File: config.mk
export PLATFORM = sky130hd
export DESIGN_NAME = uart_slave
export DESIGN_NICKNAME = d
export VERILOG_FILES = /design/src/rtl/uart_pkg.sv /design/src/rtl/sync_fifo.sv /design/src/rtl/uart_slave.sv
export SDC_FILE = /design/constraint.sdc
export NUM_CORES = 1
export LEC_CHECK = 0
export ABC_AREA = 1
export CAP_MARGIN = 20
export CELL_PAD_IN_SITES_DETAIL_PLACEMENT = 1
export CELL_PAD_IN_SITES_GLOBAL_PLACEMENT = 1
export CORE_ASPECT_RATIO = 0.7
export CORE_MARGIN = 2
export CORE_UTILIZATION = 55
export CTS_BUF_LIST = sky130_fd_sc_hd__clkbuf_4 sky130_fd_sc_hd__clkbuf_8
export CTS_CLUSTER_DIAMETER = 50
export DETAILED_ROUTE_END_ITERATION = 6
export HOLD_SLACK_MARGIN = 0.12
export PLACE_DENSITY_LB_ADDON = 0.2
export SLEW_MARGIN = 10
export SYNTH_ARGS = -nofsm -noshare
export SYNTH_HDL_FRONTEND = slang
export SYNTH_SLANG_ARGS = --single-unit
File: constraint.sdc
create_clock -name clk -period 6.6 [get_ports clk]
set_clock_uncertainty 0.2 [all_clocks]
set_input_delay 1.32 -clock clk [delete_from_list [all_inputs] [get_ports clk]]
set_output_delay 1.32 -clock clk [all_outputs]
set_load 0.1 [all_outputs]
File: src/rtl/uart_pkg.sv
// Shared definitions for the memory-mapped UART.
//   - Register byte offsets inside the 256-byte UART window (bus_addr[0] ignored).
//   - STATUS register bit positions.
//   - Serial FSM state encoding shared by the TX and RX engines.
//   - Smallest usable baud divisor.
package uart_pkg;

  localparam logic [7:0] ADDR_DATA   = 8'h00;
  localparam logic [7:0] ADDR_STATUS = 8'h02;
  localparam logic [7:0] ADDR_BAUD   = 8'h04;
  localparam logic [7:0] ADDR_CTRL   = 8'h06;

  localparam int STAT_RX_NOT_EMPTY = 0;
  localparam int STAT_RX_FULL      = 1;
  localparam int STAT_TX_EMPTY     = 2;
  localparam int STAT_TX_FULL      = 3;
  localparam int STAT_TX_BUSY      = 4;
  localparam int STAT_OVERRUN      = 5;

  localparam logic [15:0] MIN_DIV = 16'd2;

  typedef enum logic [1:0] {
    S_IDLE  = 2'd0,
    S_START = 2'd1,
    S_DATA  = 2'd2,
    S_STOP  = 2'd3
  } uart_state_e;

endpackage

File: src/rtl/sync_fifo.sv
// Single-clock FIFO used for both UART directions.
//   clk, reset_n : clock, asynchronous active-low reset (pointers/count only)
//   push, din    : write request and data; dropped when full unless a pop
//                  happens in the same cycle
//   pop, dout    : read request; dout always shows the head entry
//   full, empty  : occupancy flags; count is the number of stored entries
module sync_fifo #(
  parameter int WIDTH      = 8,
  parameter int DEPTH_LOG2 = 4
) (
  input  logic                  clk,
  input  logic                  reset_n,
  input  logic                  push,
  input  logic [WIDTH-1:0]      din,
  input  logic                  pop,
  output logic [WIDTH-1:0]      dout,
  output logic                  full,
  output logic                  empty,
  output logic [DEPTH_LOG2:0]   count
);

  localparam int DEPTH = 1 << DEPTH_LOG2;
  localparam logic [DEPTH_LOG2:0]   FULL_CNT = {1'b1, {DEPTH_LOG2{1'b0}}};
  localparam logic [DEPTH_LOG2:0]   CNT_ONE  = {{DEPTH_LOG2{1'b0}}, 1'b1};
  localparam logic [DEPTH_LOG2-1:0] PTR_ONE  = {{(DEPTH_LOG2-1){1'b0}}, 1'b1};

  logic [WIDTH-1:0]      mem [DEPTH];
  logic [DEPTH_LOG2-1:0] wr_ptr;
  logic [DEPTH_LOG2-1:0] rd_ptr;
  logic                  do_push;
  logic                  do_pop;

  assign full    = (count == FULL_CNT);
  assign empty   = (count == '0);
  assign do_pop  = pop & ~empty;
  // A pop frees the slot the push needs, so both succeed on a full FIFO.
  assign do_push = push & (~full | do_pop);
  assign dout    = mem[rd_ptr];

  always_ff @(posedge clk or negedge reset_n) begin
    if (!reset_n) begin
      wr_ptr <= '0;
      rd_ptr <= '0;
      count  <= '0;
    end else begin
      if (do_push) wr_ptr <= wr_ptr + PTR_ONE;
      if (do_pop)  rd_ptr <= rd_ptr + PTR_ONE;
      case ({do_push, do_pop})
        2'b10:   count <= count + CNT_ONE;
        2'b01:   count <= count - CNT_ONE;
        default: count <= count;
      endcase
    end
  end

  always_ff @(posedge clk) begin
    if (do_push) mem[wr_ptr] <= din;
  end

endmodule

File: src/rtl/uart_slave.sv
// Memory-mapped 8N1 UART on the CPU data bus slave port.
//   clk, reset_n        : system clock, asynchronous active-low reset
//   bus_addr[7:0]       : byte address in the UART window (bit 0 ignored)
//   bus_write/bus_read  : 16-bit write / read data
//   bus_ds, bus_we      : data strobe (held until ack) and write enable
//   bus_ack             : one-cycle acknowledge per strobe
//   uart_txd, uart_rxd  : serial out (idle high) / asynchronous serial in
//   irq                 : (rx_not_empty & rx_ie) | (tx_empty & tx_ie)
module uart_slave
  import uart_pkg::*;
#(
  parameter logic [15:0] CLK_DIV_RESET   = 16'd434,
  parameter int          FIFO_DEPTH_LOG2 = 4
) (
  input  logic        clk,
  input  logic        reset_n,
  input  logic [7:0]  bus_addr,
  input  logic [15:0] bus_write,
  output logic [15:0] bus_read,
  input  logic        bus_ds,
  input  logic        bus_we,
  output logic        bus_ack,
  output logic        uart_txd,
  input  logic        uart_rxd,
  output logic        irq
);

  function automatic logic [15:0] sat_div(input logic [15:0] v);
    return (v < MIN_DIV) ? MIN_DIV : v;
  endfunction

  logic [7:0]  reg_addr;
  logic        ds_armed, acc, rd_acc, wr_acc;
  logic [15:0] divisor, status, rd_data;
  logic        rx_ie, tx_ie, overrun, tx_busy;

  logic        tx_push, tx_pop, tx_full, tx_empty;
  logic        rx_push, rx_pop, rx_full, rx_empty;
  logic [7:0]  tx_dout, rx_dout;
  logic [FIFO_DEPTH_LOG2:0] tx_count, rx_count;

  assign reg_addr = {bus_addr[7:1], 1'b0};
  // One access per strobe: re-armed only once ds has been sampled low.
  assign acc    = bus_ds & ds_armed;
  assign rd_acc = acc & ~bus_we;
  assign wr_acc = acc & bus_we;

  assign tx_push = wr_acc & (reg_addr == ADDR_DATA);
  assign rx_pop  = rd_acc & (reg_addr == ADDR_DATA);
  assign irq     = (~rx_empty & rx_ie) | (tx_empty & tx_ie);

  always_comb begin
    status = '0;
    status[STAT_RX_NOT_EMPTY] = ~rx_empty;
    status[STAT_RX_FULL]      = rx_full;
    status[STAT_TX_EMPTY]     = tx_empty;
    status[STAT_TX_FULL]      = tx_full;
    status[STAT_TX_BUSY]      = tx_busy;
    status[STAT_OVERRUN]      = overrun;
  end

  always_comb begin
    rd_data = '0;
    case (reg_addr)
      ADDR_DATA:   rd_data = rx_empty ? 16'h0000 : {8'h00, rx_dout};
      ADDR_STATUS: rd_data = status;
      ADDR_BAUD:   rd_data = divisor;
      ADDR_CTRL:   rd_data = {14'b0, tx_ie, rx_ie};
      default:     rd_data = '0;
    endcase
  end

  always_ff @(posedge clk or negedge reset_n) begin
    if (!reset_n) begin
      ds_armed <= 1'b1;
      bus_ack  <= 1'b0;
      bus_read <= '0;
      divisor  <= CLK_DIV_RESET;
      rx_ie    <= 1'b0;
      tx_ie    <= 1'b0;
      overrun  <= 1'b0;
    end else begin
      bus_ack <= acc;
      if (!bus_ds)  ds_armed <= 1'b1;
      else if (acc) ds_armed <= 1'b0;
      if (rd_acc) bus_read <= rd_data;
      if (wr_acc) begin
        case (reg_addr)
          ADDR_BAUD: divisor <= sat_div(bus_write);
          ADDR_CTRL: {tx_ie, rx_ie} <= bus_write[1:0];
          default: ;
        endcase
      end
      // A pop in the same cycle makes room, so only a real drop is an overrun.
      if (rx_push && rx_full && !rx_pop)                 overrun <= 1'b1;
      else if (wr_acc && (reg_addr == ADDR_STATUS))      overrun <= 1'b0;
    end
  end

  sync_fifo #(.WIDTH(8), .DEPTH_LOG2(FIFO_DEPTH_LOG2)) u_tx_fifo (
    .clk(clk), .reset_n(reset_n), .push(tx_push), .din(bus_write[7:0]),
    .pop(tx_pop), .dout(tx_dout), .full(tx_full), .empty(tx_empty), .count(tx_count)
  );

  // ---------------- TX engine ----------------
  uart_state_e tx_state, tx_state_d;
  logic [15:0] tx_cnt, tx_div_q;
  logic [2:0]  tx_bit;
  logic [7:0]  tx_shift;
  logic        tx_bit_end;

  // tx_div_q is reloaded at every bit boundary so a new divisor waits for one.
  assign tx_bit_end = (tx_cnt == tx_div_q - 16'd1);

  always_ff @(posedge clk or negedge reset_n) begin
    if (!reset_n) tx_state <= S_IDLE;
    else          tx_state <= tx_state_d;
  end

  always_comb begin
    tx_state_d = tx_state;
    case (tx_state)
      S_IDLE:  if (!tx_empty)                    tx_state_d = S_START;
      S_START: if (tx_bit_end)                   tx_state_d = S_DATA;
      S_DATA:  if (tx_bit_end && tx_bit == 3'd7) tx_state_d = S_STOP;
      S_STOP:  if (tx_bit_end)                   tx_state_d = S_IDLE;
      default:                                   tx_state_d = S_IDLE;
    endcase
  end

  always_comb begin
    tx_pop   = (tx_state == S_IDLE) && !tx_empty;
    tx_busy  = (tx_state != S_IDLE);
    uart_txd = 1'b1;
    case (tx_state)
      S_START: uart_txd = 1'b0;
      S_DATA:  uart_txd = tx_shift[0];
      default: uart_txd = 1'b1;
    endcase
  end

  always_ff @(posedge clk or negedge reset_n) begin
    if (!reset_n) begin
      tx_cnt   <= '0;
      tx_div_q <= CLK_DIV_RESET;
      tx_bit   <= '0;
    end else if (tx_state == S_IDLE || tx_bit_end) begin
      tx_cnt   <= '0;
      tx_div_q <= divisor;
      if (tx_state == S_DATA && tx_bit_end) tx_bit <= tx_bit + 3'd1;
      else if (tx_state == S_IDLE)          tx_bit <= '0;
    end else begin
      tx_cnt <= tx_cnt + 16'd1;
    end
  end

  always_ff @(posedge clk) begin
    if (tx_pop)                              tx_shift <= tx_dout;
    else if (tx_state == S_DATA && tx_bit_end) tx_shift <= {1'b0, tx_shift[7:1]};
  end

  // ---------------- RX engine ----------------
  uart_state_e rx_state, rx_state_d;
  logic [1:0]  rx_sync;
  logic        rx_s, rx_sample;
  logic [15:0] rx_cnt, rx_div_q;
  logic [2:0]  rx_bit;
  logic [7:0]  rx_shift;

  assign rx_s = rx_sync[1];

  // Start bit is checked half a bit in; later samples land mid-bit.
  always_comb begin
    rx_sample = 1'b0;
    case (rx_state)
      S_START:        rx_sample = (rx_cnt == (rx_div_q >> 1) - 16'd1);
      S_DATA, S_STOP: rx_sample = (rx_cnt == rx_div_q - 16'd1);
      default:        rx_sample = 1'b0;
    endcase
  end

  always_ff @(posedge clk or negedge reset_n) begin
    if (!reset_n) begin
      rx_sync  <= 2'b11;
      rx_state <= S_IDLE;
    end else begin
      rx_sync  <= {rx_sync[0], uart_rxd};
      rx_state <= rx_state_d;
    end
  end

  always_comb begin
    rx_state_d = rx_state;
    case (rx_state)
      S_IDLE:  if (!rx_s)                       rx_state_d = S_START;
      S_START: if (rx_sample)                   rx_state_d = rx_s ? S_IDLE : S_DATA;
      S_DATA:  if (rx_sample && rx_bit == 3'd7) rx_state_d = S_STOP;
      S_STOP:  if (rx_sample)                   rx_state_d = S_IDLE;
      default:                                  rx_state_d = S_IDLE;
    endcase
  end

  // A low stop bit is a framing error: the byte is simply not pushed.
  always_comb begin
    rx_push = (rx_state == S_STOP) && rx_sample && rx_s;
  end

  always_ff @(posedge clk or negedge reset_n) begin
    if (!reset_n) begin
      rx_cnt   <= '0;
      rx_div_q <= CLK_DIV_RESET;
      rx_bit   <= '0;
    end else if (rx_state == S_IDLE || rx_sample) begin
      rx_cnt   <= '0;
      rx_div_q <= divisor;
      if (rx_state == S_DATA && rx_sample) rx_bit <= rx_bit + 3'd1;
      else if (rx_state == S_IDLE)         rx_bit <= '0;
    end else begin
      rx_cnt <= rx_cnt + 16'd1;
    end
  end

  always_ff @(posedge clk) begin
    if (rx_state == S_DATA && rx_sample) rx_shift <= {rx_s, rx_shift[7:1]};
  end

  sync_fifo #(.WIDTH(8), .DEPTH_LOG2(FIFO_DEPTH_LOG2)) u_rx_fifo (
    .clk(clk), .reset_n(reset_n), .push(rx_push), .din(rx_shift),
    .pop(rx_pop), .dout(rx_dout), .full(rx_full), .empty(rx_empty), .count(rx_count)
  );

  logic unused_bits;
  assign unused_bits = ^{bus_addr[0], tx_count, rx_count};

endmodule
==> results.cfg, run 1 <==
[outcome]
outcome = complete, no violations

[logic_synthesis]
synth-simple-area-share_pct = 18.92
synthXorXnorAreaFrac_pct = 2.375
synth_fa_ha_area_share_pct = 2.160
synthTopCellsByCount = nand2_1 (424), edfxtp_1 (272), nor2_1 (243)
synthMostInstantiatedCell = nand2_1
synth_area_leader_cell = edfxtp_1
syn_area_per_cell_um2 = 10.13
synth_top_family_by_area = simple AND/OR/NAND/NOR gates
synth_edf_count = 272
synth_flop_cell = edfxtp_1
muxShareOfSynthArea_pct = 0
postSynth.asyncResetShare_pct = 33.82
ys_ff_latch = 411
synth_cells = 1841
ys_warn_count = 0
synth_area_leaders = edfxtp_1 (44%), dfrtp_1 (16%), nand2_1 (8.5%)
seq_area_frac_synth_pct = 62.56
synth_compound_area_share_pct = 9.566
synth_nets = 1901
synth_cell_type_count = 49
netlist_area_um2 = 18650
yosysTopAreaCellShare_pct = 43.79

[hold_path]
hp-class = reg2reg
hold-path-cell-count = 0

[timing]
slew_violations = 0
timing.final.ws_setup_ns = 1.616
fmax_ghz = 0.2006
period_share_pct = 75.52
fin_tns_setup_ns = 0
rsz0062_at_grt = no
setup_violations = 0
worst_pin_slew_ns = 1.096
slew_headroom_pct = 26.68
hold_violations = 0
fin_crit_ns = 4.984

[floorplanning]
core_um2 = 33420
fp.dieW_um = 224.1
die_area_um2 = 35430
initial_utilization_pct = 55.81
num_rows = 56
chipHeight_um = 158.1
io_pins = 48

[power_and_ir_drop]
power_switching_uw = 2715
p_seq_share_pct = 42.4
ir_drop_mv = 0.1838
combPwrFrac_pct = 29.2
p_leak_uw = 0.008208
p_clk_share_pct = 28.4
cellPowerDensity_nw_per_um2 = 355.8
p_int_uw = 4642
switching_share_pct = 36.91

[worst_setup_path]
r2r_cells = 16
critPathMaxFanout = 4
cp_top_family = buffers and inverters
arrival_ns = 3.46
cp.required_ns = 5.08
cp_num_buf_inv = 2
slowest_stage = clkdlybuf4s50_1
path_depth = 6
end_kind = primary output
crit_path_cell_trace = nor4_1 -> inv_1 -> nor2_1 -> nand2_1 -> o21ai_0 -> clkdlybuf4s50_1
path_class = reg2out
max_stage_delay_ns = 1.25
start_kind = flop

[clock_tree]
clk_path_buf_depth = 3
ctsRootBufferMaster = clkbuf_8
htree_levels = 2
numCtsBuffers = 61
worstSkewPairLatency_ns = 0.64
ctsHoldBuffers = 0
clkSinkCount = 411
cts_resized = 0
cts_setup_buffers = 0
clk_pin_slew_ns = 0.07
cts_tree = done

[placement]
dpl.hpwl_um = 34530
dp_cells = 2269
placed_area_um2 = 19470
pre_cts_slack_ns = 1.539
port_buffers = 46
routabilityCongestion = 0.8631

[cells_and_area]
antenna_cells = 0
final_util_pct = 61.87
instances_no_fill = 2380
final_net_count = 1957
postLayoutCellArea_um2 = 20680
drive_above_1_share_pct = 8.689
syn2layout_area_growth_pct = 10.87

[global_route]
antenna_found_initial = 0
grt_start_max_net_pins = 89
first_global_vias = 14630
grt_pass1_wl_um = 81290
grtUsageTotal_pct = 29.84
grt_overflow = 0

[drt]
viasPerCell = 5.902
wl_per_cell_um = 21.85
drc = 0
drt_iter0_drc = 1137
drtAntennaViolNets = 0
num_vias = 14050
drt_wl_total_um = 52010
dr.pass1.iters = 5

[run]
cap_viol_max_count = 0
[logic make-up after synthesis]
kind of cell | Yosys count
simple gates | 844
fa+ha+maj | 31
buf+inv | 202
flops | 411
compound gates | 304
xor+xnor | 49
[worst paths after layout]
kind / from / end / slack [ns]
hold / removal: rx_sync[0] / rx_sync[1] / 0.16
min in group asynchronous: reset_n / tx_cnt[14] / 0.54
setup / recovery: u_tx_fifo.count[1] / irq / 1.62
max in group asynchronous: reset_n / u_rx_fifo.rd_ptr[0] / 4.30
setup reg to reg: flop / u_rx_fifo.mem[4][4] / 2.28
hold reg to reg: rx_sync[0] / rx_sync[1] / 0.16
[sequential cells by signal, indices dropped and copies added, names as in the netlist, 8 cells and up, named ones only]
name           flops
divisor           16
tx_cnt            16
rx_cnt            16
rx_shift           8
rx_div_q          16
tx_div_q          16
u_tx_fifo.mem    128
u_rx_fifo.mem    128
tx_shift           8
bus_read          16
[power groups by stage]
stage	Clock, µW	Combinational (µW)	Sequential [µW]
after floorplan	0	1600	3080
after global placement	0	1970	3150
after detailed placement	0	2120	3160
after CTS	2110	2130	3110
after global routing	2220	2390	3140
final	2090	2150	3120
[worst register-to-register path: stages (launching register included)]
cell and delay, ns:
dfrtp_1 0.40, buf_4 0.37, nand2_1 0.10, nand2_1 0.15
ha_1 0.24, nand2_1 0.08, nor2_2 0.31, nand3_1 0.13
nand2_1 0.09, nand2_1 0.05, nor2_1 0.12, nand3_1 0.13
nor2_4 0.24, nand2_2 0.13, clkinv_2 0.14, nand3_2 0.15
nor2_1 0.87
[cells in the final DEF (no fill, tap or decap), drive strengths merged, types with 16 or more instances in the layout]
cell           count
nor3              20
nand2            434
xor2              36
clkdlybuf4s50     45
nand4             16
ha                29
clkbuf            87
a21oi             45
nor2             253
o21ai            159
dfrtp            121
nand3             93
clkinv            25
buf               19
dfstp             18
edfxtp           272
inv              127
o221ai            23
o22ai             22
[cell type report]
type                    instances  area [µm²]
clock inverters                24       136.4
clock buffers                  87        1072
inverters                     131       495.5
well taps                     435       544.3
multi-input cells            1228        6163
repair buffers                 64       596.8
flip-flops and latches        411       11670
fillers                      3606       12740
[routing by layer]
metal / global-route usage, % / wire length (µm) / up-vias
met4: 9.079 / 1271 / 0
met3: 5.271 / 3017 / 94
met5: 0 / 0 / -
li1: - / - / 6431
met1: 41.76 / 23700 / 7085
met2: 48.11 / 24020 / 437
[per-stage QoR]
stage / total power [µW] / hold slack [ns]
final: 7358 / 0.1585
after global routing: 7747 / 0.1653
after CTS: 7358 / 0.1626
after detailed placement: 5282 / 0.1543
after global placement: 5119 / 0.1463
after floorplan: 4675 / 0.1452
No activity file was read; power rests on OpenSTA's default activity.
==> inputs of run 2 (changes only) <==
- CORE_UTILIZATION: 55 -> 46
- clock period: 6.6 -> 4.1 ns (I/O delays scaled with it)
==> results.cfg, run 2 (synthesis results as in run 1) <==
[global_route]
grt_start_max_net_pins = 70
grt_pass1_wl_um = 84130
first_global_vias = 14660
grt_overflow = 0
grtUsageTotal_pct = 26.14
antenna_found_initial = 1

[worst_setup_path]
r2r_end = u_rx_fifo.count[4]
cpMostUsedCell = nand2_1
critPathMaxFanout = 7
path_class = reg2reg
r2r_cells = 27
max_stage_delay_ns = 0.46
cp_num_buf_inv = 5
start_kind = flop
r2r_slack_ns = 0.30
arrival_ns = 4.11
crit_end = u_rx_fifo.count[4]
cp.required_ns = 4.41
cp_top_family = simple AND/OR/NAND/NOR gates
slowest_stage = dfrtp_2
end_kind = flop
path_depth = 27

[run]
cap_viol_max_count = 0

[timing]
slew_headroom_pct = 32.24
slew_violations = 0
fin_tns_setup_ns = 0
timing.final.ws_setup_ns = 0.2965
setup_violations = 0
rsz0062_at_grt = no
fin_crit_ns = 3.803
fmax_ghz = 0.2629
period_share_pct = 92.77
hold_violations = 0
worst_pin_slew_ns = 1.009

[drt]
num_vias = 14140
drc = 0
viasPerCell = 5.552
drt_iter0_drc = 1247
dr.pass1.iters = 7
drtAntennaViolNets = 0
drt_wl_total_um = 53550
wl_per_cell_um = 21.03

[cells_and_area]
largest_registers = u_rx_fifo.mem (128), u_tx_fifo.mem (128)
final_util_pct = 53.81
syn2layout_area_growth_pct = 14.94
drive_above_1_share_pct = 12.04
final_common_cell = nand2_1
mostFrequentLayoutCells = nand2_1 (424), edfxtp_1 (272), nor2_1 (242)
final_net_count = 2018

[outcome]
outcome = complete, no violations

[floorplanning]
core_um2 = 39840
die_area_um2 = 42200
io_pins = 48
fp.dieW_um = 244.7
num_rows = 61
chipHeight_um = 172.5
initial_utilization_pct = 46.82

[clock_tree]
worstSkewPairLatency_ns = 0.62
cts_tree = done
numCtsBuffers = 68
clkSinkCount = 411
clk_path_buf_depth = 3
htree_levels = 3
ctsRootBufferMaster = clkbuf_8
clk_pin_slew_ns = 0.06

[placement]
port_buffers = 46
routabilityCongestion = 0.8872
dpl.hpwl_um = 36110
pre_cts_slack_ns = 0.1369

[power_and_ir_drop]
ir_drop_mv = 0.3600
p_leak_uw = 0.008570
cellPowerDensity_nw_per_um2 = 571.2

[hold_path]
hp-class = reg2reg
## run 2: cell count changes in the layout (fill, tap and decap cells not counted), sizes merged
cell / change
buf: +55
clkbuf: +13
clkdlybuf4s50: -2
clkinv: -3
clkinvlp: +1
diode: +1
dlygate4sd3: +1
## run 2: report_power, final
group / internal [µW] / switching (µW) / total, µW
Clock: 1960 / 1680 / 3640
Combinational: 1120 / 2530 / 3650
Sequential: 4710 / 244 / 4960
## run 2: layout make-up
type                    count  area (µm²)
fillers                  4449       18400
clock buffers             100        1207
diodes                      1       2.502
inverters                 131       495.5
repair buffers            118        1052
clock inverters            22       135.1
well taps                 535       669.4
flip-flops and latches    411       11670
multi-input cells        1228        6203
## run 2: worst min path at each step
stage,cells after the start,from,to,slack [ns]
final,0,rx_sync[0],rx_sync[1],0.16
after CTS,0,rx_sync[0],rx_sync[1],0.16
after global placement,0,rx_sync[0],rx_sync[1],0.15
after floorplan,0,rx_sync[0],rx_sync[1],0.15
after detailed placement,0,rx_sync[0],rx_sync[1],0.15
after global routing,0,rx_sync[0],rx_sync[1],0.16
## run 2: what timing repair did
item                                   CTS  global route
endpoints found under the hold margin   60             0
hold buffers                             1             0
buffers inserted                         0             5
setup endpoints to repair                0             2
gates resized for setup                  0            11
## run 2: metal layers
layer	vias to the layer above	GRT usage (%)	wire, µm
met3	71	4.998	3464
met2	375	39.98	23770
met4	0	6.734	888
met5	-	0	0
met1	7119	38.35	25430
li1	6570	-	-
## run 2: per-stage QoR
stage          hold WS, ns  total power (µW)  instance area (µm²)  instances
5_1_grt             0.1611             12990                21440       2545
3_3_place_gp        0.1462              8353                19970       2416
6_report            0.1558             12250                21440       2546
2_1_floorplan       0.1452              7526                18650       1841
3_5_place_dp        0.1481              8558                19970       2416
4_1_cts             0.1568             12220                21320       2539
## run 2: worst register-to-register path: cells and delay by family (launching register included)
| kind | cells | cell delay (ns) |
|---|---|---|
| flip-flops | 1 | 0.46 |
| AO/OA/AOI/OAI | 2 | 0.27 |
| adder cells (fa/ha/maj) | 2 | 0.64 |
| buffers and inverters | 5 | 0.47 |
| AND/OR/NAND/NOR | 18 | 1.65 |
